<file path="src/rtl/decode_stage_pricol_pkg.sv">
// decode_stage_pricol_pkg: opcodes, selector encodings, ALU ops and the decode control word.
package decode_stage_pricol_pkg;
  localparam logic [6:0] OPC_LUI    = 7'b0110111;
  localparam logic [6:0] OPC_AUIPC  = 7'b0010111;
  localparam logic [6:0] OPC_JAL    = 7'b1101111;
  localparam logic [6:0] OPC_JALR   = 7'b1100111;
  localparam logic [6:0] OPC_BRANCH = 7'b1100011;
  localparam logic [6:0] OPC_LOAD   = 7'b0000011;
  localparam logic [6:0] OPC_STORE  = 7'b0100011;
  localparam logic [6:0] OPC_OPIMM  = 7'b0010011;
  localparam logic [6:0] OPC_OP     = 7'b0110011;
  localparam logic [6:0] OPC_FENCE  = 7'b0001111;
  localparam logic [6:0] OPC_SYSTEM = 7'b1110011;
  localparam logic [31:0] INSTR_MRET = 32'h30200073;
  typedef enum logic [1:0] {A_RS1, A_PC, A_ZERO} a_sel_e;
  typedef enum logic [2:0] {B_RS2, B_IMMI, B_IMMU, B_IMMS, B_CONST4} b_sel_e;
  typedef enum logic [1:0] {WB_ALU, WB_MEM, WB_CSR} wb_sel_e;
  typedef enum logic [4:0] {
    ALU_ADD, ALU_SUB, ALU_SLL, ALU_SLT, ALU_SLTU, ALU_XOR, ALU_SRL, ALU_SRA, ALU_OR, ALU_AND,
    ALU_MUL, ALU_MULH, ALU_MULHSU, ALU_MULHU, ALU_DIV, ALU_DIVU, ALU_REM, ALU_REMU
  } alu_op_e;
  typedef struct packed {
    a_sel_e      a_sel;
    b_sel_e      b_sel;
    alu_op_e     alu_op;
    logic [2:0]  csr_op;
    logic        csr_we;
    logic        mem_req;
    logic        mem_we;
    logic [2:0]  mem_size;
    logic        gpr_we;
    wb_sel_e     wb_sel;
    logic        illegal_instr;
    logic        branch;
    logic        jal;
    logic        jalr;
    logic        mret;
  } decode_ctrl_t;
  localparam int CTRL_W = $bits(decode_ctrl_t);
  // alt selects SUB/SRA; callers only raise it where the encoding allows
  function automatic alu_op_e alu_from_f3(input logic [2:0] f3, input logic alt);
    case (f3)
      3'd0:    return alt ? ALU_SUB : ALU_ADD;
      3'd1:    return ALU_SLL;
      3'd2:    return ALU_SLT;
      3'd3:    return ALU_SLTU;
      3'd4:    return ALU_XOR;
      3'd5:    return alt ? ALU_SRA : ALU_SRL;
      3'd6:    return ALU_OR;
      default: return ALU_AND;
    endcase
  endfunction
endpackage

</file>
<file path="src/rtl/decode_stage_pricol_if.sv">
// decode_stage_pricol_if: fetch-side and execute-side handshakes of the decode stage.
interface decode_stage_pricol_if #(parameter int DEPTH = 4, parameter int XLEN = 32);
  import decode_stage_pricol_pkg::*;
  logic                         flush_i;
  logic                         in_valid_i;
  logic                         in_ready_o;
  logic [31:0]                  instr_i;
  logic [XLEN-1:0]              pc_i;
  logic                         out_valid_o;
  logic                         out_ready_i;
  logic [CTRL_W-1:0]            ctrl_o;
  logic [31:0]                  instr_o;
  logic [XLEN-1:0]              pc_o;
  logic [$clog2(DEPTH+1)-1:0]   fill_o;
  modport slave (
    input  flush_i, in_valid_i, instr_i, pc_i, out_ready_i,
    output in_ready_o, out_valid_o, ctrl_o, instr_o, pc_o, fill_o
  );
  modport master (
    output flush_i, in_valid_i, instr_i, pc_i, out_ready_i,
    input  in_ready_o, out_valid_o, ctrl_o, instr_o, pc_o, fill_o
  );
endinterface

</file>
<file path="src/rtl/decode_stage_pricol_comb.sv">
// decode_comb_pricol: combinational RV32I+Zicsr+MRET decoder; DECODE_STAGE_RV32M_EN adds RV32M.
module decode_comb_pricol
  import decode_stage_pricol_pkg::*;
(
  input  logic [31:0]  i_instr,
  output decode_ctrl_t o_ctrl
);
  logic [6:0] w_opc, w_f7;
  logic [2:0] w_f3;
  logic       w_legal;
  assign w_opc = i_instr[6:0];
  assign w_f3  = i_instr[14:12];
  assign w_f7  = i_instr[31:25];
  always_comb begin
    o_ctrl  = '0;
    w_legal = 1'b0;
    case (w_opc)
      OPC_LUI: begin
        o_ctrl.a_sel  = A_ZERO;
        o_ctrl.b_sel  = B_IMMU;
        o_ctrl.gpr_we = 1'b1;
        w_legal       = 1'b1;
      end
      OPC_AUIPC: begin
        o_ctrl.a_sel  = A_PC;
        o_ctrl.b_sel  = B_IMMU;
        o_ctrl.gpr_we = 1'b1;
        w_legal       = 1'b1;
      end
      OPC_JAL, OPC_JALR: begin
        o_ctrl.a_sel  = A_PC;
        o_ctrl.b_sel  = B_CONST4;
        o_ctrl.gpr_we = 1'b1;
        o_ctrl.jal    = w_opc == OPC_JAL;
        o_ctrl.jalr   = w_opc == OPC_JALR;
        w_legal       = w_opc == OPC_JAL || w_f3 == 3'd0;
      end
      OPC_BRANCH: begin
        o_ctrl.alu_op = ALU_SUB;
        o_ctrl.branch = 1'b1;
        w_legal       = w_f3[2:1] != 2'b01;
      end
      OPC_LOAD: begin
        o_ctrl.b_sel    = B_IMMI;
        o_ctrl.mem_req  = 1'b1;
        o_ctrl.mem_size = w_f3;
        o_ctrl.gpr_we   = 1'b1;
        o_ctrl.wb_sel   = WB_MEM;
        w_legal         = w_f3[1:0] != 2'b11 && w_f3 != 3'b110;
      end
      OPC_STORE: begin
        o_ctrl.b_sel    = B_IMMS;
        o_ctrl.mem_req  = 1'b1;
        o_ctrl.mem_we   = 1'b1;
        o_ctrl.mem_size = w_f3;
        w_legal         = w_f3 < 3'd3;
      end
      OPC_OPIMM: begin
        o_ctrl.b_sel  = B_IMMI;
        o_ctrl.alu_op = alu_from_f3(w_f3, w_f3 == 3'd5 && w_f7[5]);
        o_ctrl.gpr_we = 1'b1;
        w_legal       = w_f3 == 3'd1 ? w_f7 == 7'd0 :
                        w_f3 == 3'd5 ? (w_f7 == 7'd0 || w_f7 == 7'b0100000) : 1'b1;
      end
      OPC_OP: begin
        o_ctrl.alu_op = alu_from_f3(w_f3, w_f7[5]);
        o_ctrl.gpr_we = 1'b1;
        w_legal       = w_f7 == 7'd0 || (w_f7 == 7'b0100000 && (w_f3 == 3'd0 || w_f3 == 3'd5));
`ifdef DECODE_STAGE_RV32M_EN
        if (w_f7 == 7'b0000001) begin
          o_ctrl.alu_op = alu_op_e'(5'(ALU_MUL) + 5'(w_f3));
          w_legal       = 1'b1;
        end
`endif
      end
      OPC_FENCE: w_legal = w_f3 == 3'd0;
      OPC_SYSTEM: begin
        if (w_f3 == 3'd0) begin
          o_ctrl.mret = i_instr == INSTR_MRET;
          w_legal     = i_instr == INSTR_MRET;
        end else begin
          // CSRRS/CSRRC with rs1/uimm of zero are pure reads
          o_ctrl.csr_op = w_f3;
          o_ctrl.csr_we = !(w_f3[1] && i_instr[19:15] == 5'd0);
          o_ctrl.gpr_we = 1'b1;
          o_ctrl.wb_sel = WB_CSR;
          w_legal       = w_f3 != 3'd4;
        end
      end
      default: ;
    endcase
    if (!w_legal) begin
      o_ctrl               = '0;
      o_ctrl.illegal_instr = 1'b1;
    end
  end
endmodule

</file>
<file path="src/rtl/decode_stage_pricol.sv">
// decode_stage_pricol: queued decode stage (FIFO + registered control word); RV32M via DECODE_STAGE_RV32M_EN.
module decode_stage_pricol
  import decode_stage_pricol_pkg::*;
#(
  parameter int DEPTH = 4,
  parameter int XLEN  = 32
) (
  input logic clk_i,
  input logic rst_i,
  decode_stage_pricol_if.slave bus
);
  localparam int AW = $clog2(DEPTH);
  localparam int FW = $clog2(DEPTH + 1);
  logic [31:0]     r_mem_instr [DEPTH];
  logic [XLEN-1:0] r_mem_pc    [DEPTH];
  logic [AW-1:0]   r_wp, r_rp;
  logic [FW-1:0]   r_fill;
  logic            r_valid;
  decode_ctrl_t    r_ctrl, w_head_ctrl;
  logic [31:0]     r_instr;
  logic [XLEN-1:0] r_pc;
  logic            w_ready, w_push, w_load;
  assign w_ready = r_fill < FW'(DEPTH);
  assign w_push  = bus.in_valid_i & w_ready & !bus.flush_i;
  assign w_load  = r_fill != '0 & (!r_valid | bus.out_ready_i) & !bus.flush_i;
  assign bus.in_ready_o  = w_ready;
  assign bus.out_valid_o = r_valid;
  assign bus.ctrl_o      = r_ctrl;
  assign bus.instr_o     = r_instr;
  assign bus.pc_o        = r_pc;
  assign bus.fill_o      = r_fill;
  decode_comb_pricol u_dec (
    .i_instr (r_mem_instr[r_rp]),
    .o_ctrl  (w_head_ctrl)
  );
  always_ff @(posedge clk_i) begin
    if (w_push) begin
      r_mem_instr[r_wp] <= bus.instr_i;
      r_mem_pc[r_wp]    <= bus.pc_i;
    end
  end
  always_ff @(posedge clk_i or posedge rst_i) begin
    if (rst_i) begin
      r_wp    <= '0;
      r_rp    <= '0;
      r_fill  <= '0;
      r_valid <= 1'b0;
      r_ctrl  <= '0;
      r_instr <= '0;
      r_pc    <= '0;
    end else if (bus.flush_i) begin
      r_wp    <= '0;
      r_rp    <= '0;
      r_fill  <= '0;
      r_valid <= 1'b0;
    end else begin
      if (w_push) r_wp <= r_wp + AW'(1);
      if (w_load) begin
        r_rp    <= r_rp + AW'(1);
        r_ctrl  <= w_head_ctrl;
        r_instr <= r_mem_instr[r_rp];
        r_pc    <= r_mem_pc[r_rp];
      end
      r_valid <= w_load | (r_valid & !bus.out_ready_i);
      r_fill  <= r_fill + FW'(w_push) - FW'(w_load);
    end
  end
endmodule

</file>
<file path="src/flat_wrapper.sv">
// flat-port wrapper written by rule: the top's interface ports become plain ports
module decode_stage_pricol_flat import decode_stage_pricol_pkg::*;
#(
  parameter int DEPTH = 4,
  parameter int XLEN  = 32
)
  (clk_i, rst_i, bus_flush_i, bus_in_valid_i, bus_instr_i, bus_pc_i, bus_out_ready_i, bus_in_ready_o, bus_out_valid_o, bus_ctrl_o, bus_instr_o, bus_pc_o, bus_fill_o);
  decode_stage_pricol_if #(.DEPTH(DEPTH), .XLEN(XLEN)) bus_i ();
  input logic clk_i;
  input logic rst_i;
  input wire logic [$bits(bus_i.flush_i)-1:0] bus_flush_i;
  input wire logic [$bits(bus_i.in_valid_i)-1:0] bus_in_valid_i;
  input wire logic [$bits(bus_i.instr_i)-1:0] bus_instr_i;
  input wire logic [$bits(bus_i.pc_i)-1:0] bus_pc_i;
  input wire logic [$bits(bus_i.out_ready_i)-1:0] bus_out_ready_i;
  output wire logic [$bits(bus_i.in_ready_o)-1:0] bus_in_ready_o;
  output wire logic [$bits(bus_i.out_valid_o)-1:0] bus_out_valid_o;
  output wire logic [$bits(bus_i.ctrl_o)-1:0] bus_ctrl_o;
  output wire logic [$bits(bus_i.instr_o)-1:0] bus_instr_o;
  output wire logic [$bits(bus_i.pc_o)-1:0] bus_pc_o;
  output wire logic [$bits(bus_i.fill_o)-1:0] bus_fill_o;
  assign bus_i.flush_i = bus_flush_i;
  assign bus_i.in_valid_i = bus_in_valid_i;
  assign bus_i.instr_i = bus_instr_i;
  assign bus_i.pc_i = bus_pc_i;
  assign bus_i.out_ready_i = bus_out_ready_i;
  assign bus_in_ready_o = bus_i.in_ready_o;
  assign bus_out_valid_o = bus_i.out_valid_o;
  assign bus_ctrl_o = bus_i.ctrl_o;
  assign bus_instr_o = bus_i.instr_o;
  assign bus_pc_o = bus_i.pc_o;
  assign bus_fill_o = bus_i.fill_o;
  decode_stage_pricol #(.DEPTH(DEPTH), .XLEN(XLEN)) u_core (.clk_i(clk_i), .rst_i(rst_i), .bus(bus_i));
endmodule
</file>
<file path="config.mk">
export PLATFORM = sky130hd
export DESIGN_NAME = decode_stage_pricol_flat
export DESIGN_NICKNAME = d
export VERILOG_FILES = /design/src/rtl/decode_stage_pricol_pkg.sv /design/src/rtl/decode_stage_pricol_if.sv /design/src/rtl/decode_stage_pricol_comb.sv /design/src/rtl/decode_stage_pricol.sv /design/src/flat_wrapper.sv
export SDC_FILE = /design/constraint.sdc
export NUM_CORES = 1
export LEC_CHECK = 0
export CORE_MARGIN = 8
export CORE_UTILIZATION = 30
export CTS_BUF_LIST = sky130_fd_sc_hd__clkbuf_2
export CTS_CLUSTER_DIAMETER = 60
export DETAILED_ROUTE_END_ITERATION = 12
export SYNTH_ARGS = -nofsm -noshare
export SYNTH_HDL_FRONTEND = slang
export SYNTH_SLANG_ARGS = --single-unit
</file>
<file path="constraint.sdc">
create_clock -name clk_i -period 3.8 [get_ports clk_i]
set_input_delay 0.57 -clock clk_i [delete_from_list [all_inputs] [get_ports clk_i]]
set_output_delay 0.57 -clock clk_i [all_outputs]
set_load 0.01 [all_outputs]
</file>
==> summary.md <==
| Metric | Value |
|---|---|
| Comb pwr share | 0.292 |
| Relative slew slack | 0.488 |
| Initial core utilization | 0.302 |
| Final Hold Vio Count | 0 |
| Post-route ant nets | 0 |
| Cells on worst reg2reg path | 8 |
| Most common cell in the netlist | edfxtp_1 |
| Clk slew on worst S/H paths | 110 ps |
| Top cell type's share of synthesized area | 0.563 |
| TritonRoute pass-1 iters | 4 |
| Met3 routed WL | 2.63 mm |
| Ys flop type | edfxtp_1 |
| Switch Pwr | 3.55 mW |
| Yosys cell types | 60 |
| VDD IR-drop max | 0.000319 V |
| Startpoint types | register |
| Pwr per Cell Area | 641 mW/mm^2 |
| Vias/cell | 4.46 |
| Setup TNS | 0 ps |
| WP data required | 4610 ps |
| Later-pin clock latency in the skew report | 980 ps |
| Status | finished, final reports clean |
| Sequential share of the synthesized area | 0.743 |
| Post-route clock period utilization | 0.822 |
| CTS buffer count | 93 |
| Die area | 0.0526 mm^2 |
| DRT iter0 DRCs | 439 |
| EDFF count, synth | 256 |
| Number of max-cap violations | 0 |
| Worst Min Path Start | bus_instr_i[16] |
| Final Wtd Congestion | 0.771 |
| First-pass GRT wire length | 49.0 mm |
| Total internal power | 7.34 mW |
| R2r setup slk | 680 ps |
| CTS tree | yes |
| # Post-CTS Setup Buffers | 0 |
| Sw frac | 0.326 |
| Element type at the critical path end | register |
| Number of remaining DRC errors | 0 |
| Pwr Total | 10.9 mW |
| Crit path buf inv count | 2 |
| Number of nets in the layout | 1,129 |
| Register share of total power | 0.459 |
| Initial antenna violation count | 11 |
| Syn_nets | 893 |
| Hold depth | 1 |
| Fin crit period | 3120 ps |
| Fmax | 320 MHz |
| Worst R2R End | u_core.bus.ctrl_o[1] |
| Die W | 229 um |
| Setup violators final | 0 |
| Count of warnings emitted by yosys | 0 |
| Reg2reg start | u_core.r_rp[0] |
| Slowest stage delay, CP | 620 ps |
| Vert. Die Dim | 229 um |
| Grt total ovfl | 0 |
| Syn Area/Cell | 16.7 um^2 |
| #FFs+latches synth | 354 |
| Mapped Cells | 817 |
| Row count | 78 |
| Vias in the first global route | 8,408 |
| HPWL Detailed | 19.9 mm |
| Input/output buffers | 163 |
| Hold Path Class | in -> reg |
| Crit path arrival time | 3930 ps |
| Clock power frac | 0.248 |
| Worst-path cell chain | buf_12 > mux4_2 > nor4_2 > a31oi_1 > o32ai_2 > nor4_4 > buf_4 > o41ai_1 |
| Core region area | 0.0452 mm^2 |
| Wire per inst | 18.1 um |
| Synth top area cells | edfxtp_1 56%, dfrtp_1 18%, mux4_2 10%, nand2_1 6.3%, ha_1 0.55% |
| Fin. max-slew vios | 0 |
| Routed wl met2 | 14.9 mm |
| CP Max Fanout | 21 |
| Pin count of the biggest net entering global routing | 103 |
| Unrepaired setup endpoints after global routing | false |
| Clock sink count | 354 |
| Ys async rst share | 0.277 |
| DR vias | 7,740 |
| Root buffer cell | clkbuf_2 |
| Clock Skew | 77.7 ps |
| Layout area overhead | 24.4% |
| GRT Total Usage | 0.120 |
| H-tree depth | 3 |
| Hold worst-path end | u_core.r_mem_instr[2][16] |
| Uppermost routed layer | met5 |
| Largest delay share family, worst path | compound AO/OA/AOI/OAI gates |
| Met1 Wirelength | 13.2 mm |
| Crit path max-delay cell type | dfrtp_4 |
| Leak pwr | 6.29 nW |
| Slew at the pin with the worst max-slew slack | 769 ps |
| # IOs | 165 |
| Synthesized area | 0.0137 mm^2 |
| Maximum clock path buffer count | 3 |
| Top cell type by total area after synthesis | edfxtp_1 |
| Commonest cells in the synthesized netlist | 256 x edfxtp_1, 229 x nand2_1, 98 x dfrtp_1 |
| Kind of critical path | reg -> reg |
| Share of layout cells above drive strength 1 | 0.237 |
| Post-Route WL | 31.5 mm |
-- cells in the final DEF, fill, tap and decap left out, types with 3 or more instances in the layout --
cell             netlist  layout
xnor2_1                4       4
nand2_1              229     229
mux4_2                63      63
clkinv_2               0       7
and2_4                 1       5
dfrtp_1               98      96
edfxtp_1             256     256
ha_1                   6       6
nor2_1                14      14
nand3_1                5       5
diode_2                0       3
buf_12                 0       6
inv_1                 10       9
o21ai_0                6       6
o41ai_1                5       5
o31ai_2                4       4
nand2b_1               4       3
o21ai_1               11      11
clkbuf_2               0     144
buf_4                  1      10
clkdlybuf4s50_1        0     163
clkinv_1               1      19
a21oi_1                6       6
nor2b_1                4       4
-- flip-flops by register name (all words and copies together) (netlist names) --
register	flops
u_core.r_mem_instr	128
u_core.r_mem_pc	128
u_core.bus.instr_o	32
u_core.bus.pc_o	32
u_core.bus.ctrl_o	26
u_core.bus.fill_o	3
u_core.r_rp	2
u_core.r_wp	2
u_core.bus.out_valid_o	1
-- routing by layer --
metal,global-route usage,up-vias
li1,-,3585
met4,0.0462,16
met1,0.142,3850
met3,0.0532,65
met5,0,-
met2,0.191,224
-- cells by family (layout without fill, tap and decap cells) --
logic type	after synthesis	count (layout)	synth area share
flops	354	354	0.743
simple gates	285	285	0.0935
mux	66	66	0.107
buf+inv	50	366	0.0174
compound gates	48	48	0.0279
fa+ha+maj	7	7	0.00696
xor+xnor	6	6	0.00385
other cells	1	4	0.000275
-- worst max path at each step --
stage	depth (start not counted)	startpoint	endpoint
4_1_cts	8	u_core.r_rp[0]	u_core.bus.ctrl_o[1]
5_1_grt	8	u_core.r_rp[0]	u_core.bus.ctrl_o[13]
3_3_place_gp	8	u_core.r_rp[0]	u_core.bus.ctrl_o[13]
6_report	8	u_core.r_rp[0]	u_core.bus.ctrl_o[1]
3_5_place_dp	8	u_core.r_rp[0]	u_core.bus.ctrl_o[20]
2_1_floorplan	1	rst_i	u_core.bus.ctrl_o[0]
-- layout make-up --
type	instances	area, um^2
sequential	354	10100
multi-input combinational	413	3290
fill	4294	28200
timing repair buffer	180	1840
tap	600	751
clock inverter	31	190
clock buffer	144	721
inverter	11	43.8
antenna	3	7.51
-- worst register-to-register path: stages (launching register included) --
cell	delay [ps]
dfrtp_4	620
buf_12	260
mux4_2	540
nor4_2	490
a31oi_1	170
o32ai_2	350
nor4_4	50
buf_4	200
o41ai_1	340
-- power groups by stage --
stage	sequential, mW	clock (mW)	combinational [mW]
3_3_place_gp	5.08	0	3.24
2_1_floorplan	5.13	0	1.77
4_1_cts	5.01	2.85	3.28
6_report	5.00	2.70	3.18
3_5_place_dp	5.08	0	3.26
5_1_grt	5.06	3.05	3.50
-- repair_timing --
| action | in CTS | in global routing |
|---|---|---|
| hold buffers | 1 | 0 |
| hold endpoints to repair | 38 | 0 |
| gates resized for setup | 0 | 0 |
-- per-stage QoR --
stage	std cells	hold WS (ps)	area [um^2]	setup slack, ps	util
2_1_floorplan	817	511	13700	668	-
3_3_place_gp	1557	461	16100	674	0.355
3_5_place_dp	1557	461	16100	670	0.355
4_1_cts	1733	32.5	17000	654	0.376
5_1_grt	1734	76.0	17000	426	0.376
6_report	1736	231	17000	676	0.376
Power figures use the tool's default switching activity.
